--- config.mk ---
export PLATFORM = sky130hd
export DESIGN_NAME = arm_to_java_decoder
export DESIGN_NICKNAME = d
export VERILOG_FILES = /design/src/rtl/arm_to_java_decoder.sv
export SDC_FILE = /design/constraint.sdc
export NUM_CORES = 1
export LEC_CHECK = 0
export ABC_AREA = 0
export BUFFER_PORTS_ARGS = -buffer_cell sky130_fd_sc_hd__buf_2
export CAP_MARGIN = 20
export CORE_MARGIN = 5
export CORE_UTILIZATION = 49
export CTS_CLUSTER_SIZE = 8
export DETAILED_ROUTE_END_ITERATION = 6
export PLACE_DENSITY = 0.72
export SLEW_MARGIN = 20
export SYNTH_ARGS = -nofsm -noshare
export SYNTH_HDL_FRONTEND = slang
export SYNTH_SLANG_ARGS = --single-unit
--- constraint.sdc ---
create_clock -name clk -period 2.33 [get_ports clk]
set_input_delay 0 -clock clk [delete_from_list [all_inputs] [get_ports clk]]
set_output_delay 0 -clock clk [all_outputs]
set_load 0.01 [all_outputs]
--- src/rtl/arm_to_java_decoder.sv ---
// Reverse translator: recognises the fixed two-word ARM sequences emitted by the
// bytecode translator and recovers the original Java opcode, counting opcodes and drops.
module arm_to_java_decoder #(
    parameter int CNT_W = 16
) (
    input  logic             clk,
    input  logic             reset,
    input  logic             arm_valid,
    output logic             arm_ready,
    input  logic [31:0]      arm_word,
    output logic             java_valid,
    input  logic             java_ready,
    output logic [7:0]       java_opcode,
    output logic             err,
    output logic [CNT_W-1:0] op_count,
    output logic [CNT_W-1:0] err_count
);

    typedef enum logic [1:0] {
        S_FIRST,
        S_SECOND,
        S_OUT
    } state_t;

    state_t           state_q;
    logic [31:0]      first_q;
    logic             java_valid_q;
    logic [7:0]       java_opcode_q;
    logic             err_q;
    logic [CNT_W-1:0] op_count_q;
    logic [CNT_W-1:0] err_count_q;

    logic             accept;
    logic             word_is_first;
    logic             pair_hit;
    logic [7:0]       pair_op;
    logic [CNT_W-1:0] op_count_d;
    logic [CNT_W-1:0] err_count_d;

    function automatic logic is_first_word(input logic [31:0] w);
        return (w[31:4] == 28'hE3A0100 && w[3:0] <= 4'd5)
            || (w == 32'hE8BD0002)
            || (w[31:4] == 28'hE591300 && w[3:0] <= 4'd3)
            || (w == 32'hE8BD0006);
    endfunction

    assign arm_ready     = (state_q != S_OUT);
    assign accept        = arm_valid && arm_ready;
    assign word_is_first = is_first_word(arm_word);

    assign op_count_d  = (op_count_q  == '1) ? op_count_q  : op_count_q  + CNT_W'(1);
    assign err_count_d = (err_count_q == '1) ? err_count_q : err_count_q + CNT_W'(1);

    // Does the incoming word complete a legal pair with the latched first word?
    always_comb begin
        // NOTE: every output of a combinational block gets a default first, so no path leaves it unassigned and infers a latch.
        pair_hit = 1'b0;
        pair_op  = 8'h00;
        if (first_q[31:4] == 28'hE3A0100 && first_q[3:0] <= 4'd5
                && arm_word == 32'hE92D0002) begin
            pair_hit = 1'b1;
            pair_op  = 8'h03 + {4'h0, first_q[3:0]};
        end else if (first_q == 32'hE8BD0002
                && arm_word[31:4] == 28'hE581300 && arm_word[3:0] <= 4'd3) begin
            pair_hit = 1'b1;
            pair_op  = 8'h3B + {4'h0, arm_word[3:0]};
        end else if (first_q[31:4] == 28'hE591300 && first_q[3:0] <= 4'd3
                && arm_word == 32'hE92D0002) begin
            pair_hit = 1'b1;
            pair_op  = 8'h1A + {4'h0, first_q[3:0]};
        end else if (first_q == 32'hE8BD0006 && arm_word == 32'hE0810002) begin
            pair_hit = 1'b1;
            pair_op  = 8'h60;
        end
    end

    // NOTE: sequential state uses non-blocking assignments so every register samples pre-edge values.
    always_ff @(posedge clk) begin
        if (reset) begin
            state_q       <= S_FIRST;
            // NOTE: the pending first word is an ordinary register, so it is cleared with the rest of the state.
            first_q       <= 32'h0;
            java_valid_q  <= 1'b0;
            java_opcode_q <= 8'h00;
            err_q         <= 1'b0;
            op_count_q    <= '0;
            err_count_q   <= '0;
        end else begin
            err_q <= 1'b0;
            case (state_q)
                S_FIRST: begin
                    if (accept) begin
                        if (word_is_first) begin
                            first_q <= arm_word;
                            state_q <= S_SECOND;
                        end else begin
                            err_q       <= 1'b1;
                            err_count_q <= err_count_d;
                        end
                    end
                end
                S_SECOND: begin
                    if (accept) begin
                        if (pair_hit) begin
                            java_opcode_q <= pair_op;
                            java_valid_q  <= 1'b1;
                            first_q       <= 32'h0;
                            state_q       <= S_OUT;
                        end else begin
                            // Broken pair: resync on a usable first word, otherwise start over.
                            err_q       <= 1'b1;
                            err_count_q <= err_count_d;
                            if (word_is_first) begin
                                first_q <= arm_word;
                            end else begin
                                first_q <= 32'h0;
                                state_q <= S_FIRST;
                            end
                        end
                    end
                end
                S_OUT: begin
                    if (java_ready) begin
                        java_valid_q <= 1'b0;
                        op_count_q   <= op_count_d;
                        state_q      <= S_FIRST;
                    end
                end
                default: state_q <= S_FIRST;
            endcase
        end
    end

    assign java_valid  = java_valid_q;
    assign java_opcode = java_opcode_q;
    assign err         = err_q;
    assign op_count    = op_count_q;
    assign err_count   = err_count_q;

endmodule

==> metrics.cfg <==
[critical_path]
crit_path_end_kind = register
path_class = reg -> reg
r2r_cells = 11
critPathLaunchType = register
cp.required_ps = 2620
reg2reg_to = err_count[15]
r2r_start = first_q[0]
cp_data_arrival_time_ps = 2690
regToRegSetupSlack_ps = -70
path_max_fanout = 5

[logic_synthesis]
synth-edff-count = 0
async_reset_ff_share_pct = 0
synth_xor_area_share_pct = 3.32
synth_cells = 410
syn_area_um2 = 3700
synthAdderAreaFrac_pct = 3.72
synth_compound_area_share_pct = 13.0
synth_nets = 457
synth_top_family_by_area = simple AND/OR/NAND/NOR gates
synth.area.mux_share_pct = 1.79
synth-main-ff-cell = dfxtp_1
yosysSeqAreaShare_pct = 40.6
synth_area_per_cell_um2 = 9.02
synth-simple-area-share_pct = 33.6
yosys_warnings = 0
synth_seq_cells = 75
synth_cell_types = 61

[placed_design]
dp.cells = 615
place_congestion = 0.895
io_buffers = 77
post_dp_cell_area_um2 = 4570
dp_hpwl_um = 7110

[min_path]
min_to = first_q[16]
worst_hold_startpoint = arm_word[16]
hold_depth = 3
min_path_type = in -> reg

[floorplanning]
io_pins = 79
fp.dieArea_um2 = 9390
die_w_um = 96.9
coreArea_um2 = 7290
start_util_pct = 50.7
fp.dieH_um = 96.9
rows = 31

[cells_and_area]
final_area_um2 = 5200
drive_gt1_share_pct = 37.7
final_cell_mix = buf_2, dfxtp_1, buf_4, nor2_1
fin_util_pct = 71.4
num-fill-cells = 585
fin_nets = 589
finalNonFillerCells = 646
syn_to_final_growth_pct = 40.7
diodes = 0
final_common_cell = buf_2

[detailed_routing]
via_per_inst = 5.72
wire_per_inst_um = 16.3
num_vias = 3692
drc_errors = 0
ant_nets = 0
totalWireLength_um = 10600
drtIter0Drc = 152
firstDrtPassIters = 5

[grt]
grt_antenna_before_repair = 0
grt_max_degree = 32
grt_pass1_wl_um = 16800
grt_usage_pct = 21.2
overflow = 0
grt_pass1_vias = 3585

[outcome]
failed_checks = setup timing
status = complete, but fails checks

[timing]
skew_ps = 11.0
period_share_pct = 103
fmax_mhz = 417
worst_pin_slew_ps = 536
finalMaxSlewViolations = 0
rsz0062_at_grt = yes
hold_viol = 0
setup_viol = 14
maxSlewHeadroom_pct = 64.2
holdWs_ps = 14.2
fin_crit_ps = 2400
tns_ps = -513
setup_ws_ps = -68.1

[clock_network]
clock-root-buffer = clkbuf_8
numCtsBuffers = 9
htreeDepth = 3
tritoncts = done
cts_buffer_depth = 2
clk_pin_slew_ps = 80
clock_latency_ps = 360
cts.sinks = 75

[power_and_ir_drop]
p_leak_nw = 2.16
ir_drop_v = 0.000291
pwr_density_cell_nw_per_um2 = 476

[job]
drv_cap = 0

## worst max-delay path by stage
stage	from	to	slack [ps]	cells after the start
2_1_floorplan	arm_word[0]	err_count[6]	-4	11
3_3_place_gp	arm_word[0]	err_count[6]	-190	11
5_1_grt	first_q[0]	err_count[15]	-170	11
6_report	first_q[0]	err_count[15]	-70	11
3_5_place_dp	arm_word[0]	err_count[6]	-210	11
4_1_cts	first_q[0]	err_count[10]	-20	10
## final cells by class
cell class / count / area (µm²) / area share [%]
multi-input combinational: 303 / 2290 / 44.0
sequential: 75 / 1510 / 28.9
timing repair buffer: 142 / 1030 / 19.7
clock buffer: 11 / 141 / 2.72
tap: 99 / 124 / 2.38
clock inverter: 5 / 60.1 / 1.15
inverter: 11 / 56.3 / 1.08
## power by group
part	total, mW	switching [mW]	internal [mW]
sequential	1.29	0.00417	1.28
clock	1.03	0.500	0.528
combinational	0.163	0.0867	0.0762
## cell usage after synthesis, types with 5 or more instances
cell type   n  area, µm²
a21o_1      5       37.5
a21oi_1    19       95.1
a22o_1     14        123
and2_1     16        100
and3_1     13       81.3
clkbuf_1   13       48.8
dfxtp_1    75       1500
ha_1       11        138
inv_1      11       41.3
nand2_1    17       63.8
nand3_1    16       80.1
nand4_1    17        106
nor2_1     34        128
nor2b_1     5       31.3
nor3_1     19       95.1
nor3b_1     6       45.0
nor4_1      6       37.5
nor4b_1     5       43.8
o31ai_1     9       67.6
or4_1      15        113
xnor2_1     6       52.6
xor2_1      8       70.1
## cell families (layout without fill, tap and decap cells)
family,count (synthesis),in the layout
other cells,1,1
compound gates,67,67
simple gates,204,204
buf+inv,32,169
mux,6,6
xor+xnor,14,14
fa+ha+maj,11,11
flops,75,75
## metal layers
metal | track usage (%) | share of wire (%) | vias up
li1 | - | - | 1793
met1 | 26.9 | 44 | 1753
met2 | 34.8 | 48 | 126
met3 | 6.19 | 6.2 | 20
met4 | 6.70 | 1.5 | 0
met5 | 0 | 0 | -
## metrics by stage
| step | setup slack [ps] | power [mW] |
|---|---|---|
| after floorplan | -3.85 | 1.38 |
| after global placement | -190 | 1.46 |
| after detailed placement | -211 | 1.46 |
| after CTS | -18.5 | 2.49 |
| after global routing | -169 | 2.57 |
| final | -68.1 | 2.48 |
## timing repair
item / 4_1_cts / 5_1_grt
buffers inserted: 2 / 3
gates resized for setup: 24 / 26
cloned: 1 / 2
endpoints found under the setup margin: 18 / 25
endpoints found under the hold margin: 10 / 0
hold buffers: 7 / 0
pin swaps: 16 / 20
## critical path: stages (launching register included)
cell	delay, ps
dfxtp_2	360
inv_4	50
ha_4	150
and4b_1	180
and4b_1	200
or4bb_4	230
o2bb2ai_4	60
and2_4	190
buf_12	140
buf_4	140
or4_1	500
a21oi_2	130
## sequential cells by signal, indices dropped and copies added (netlist names)
register	count
op_count	16
err	1
java_opcode	7
state_q	2
err_count	16
first_q	32
java_valid	1
Note: power is estimated with default switching activity, not from simulation.
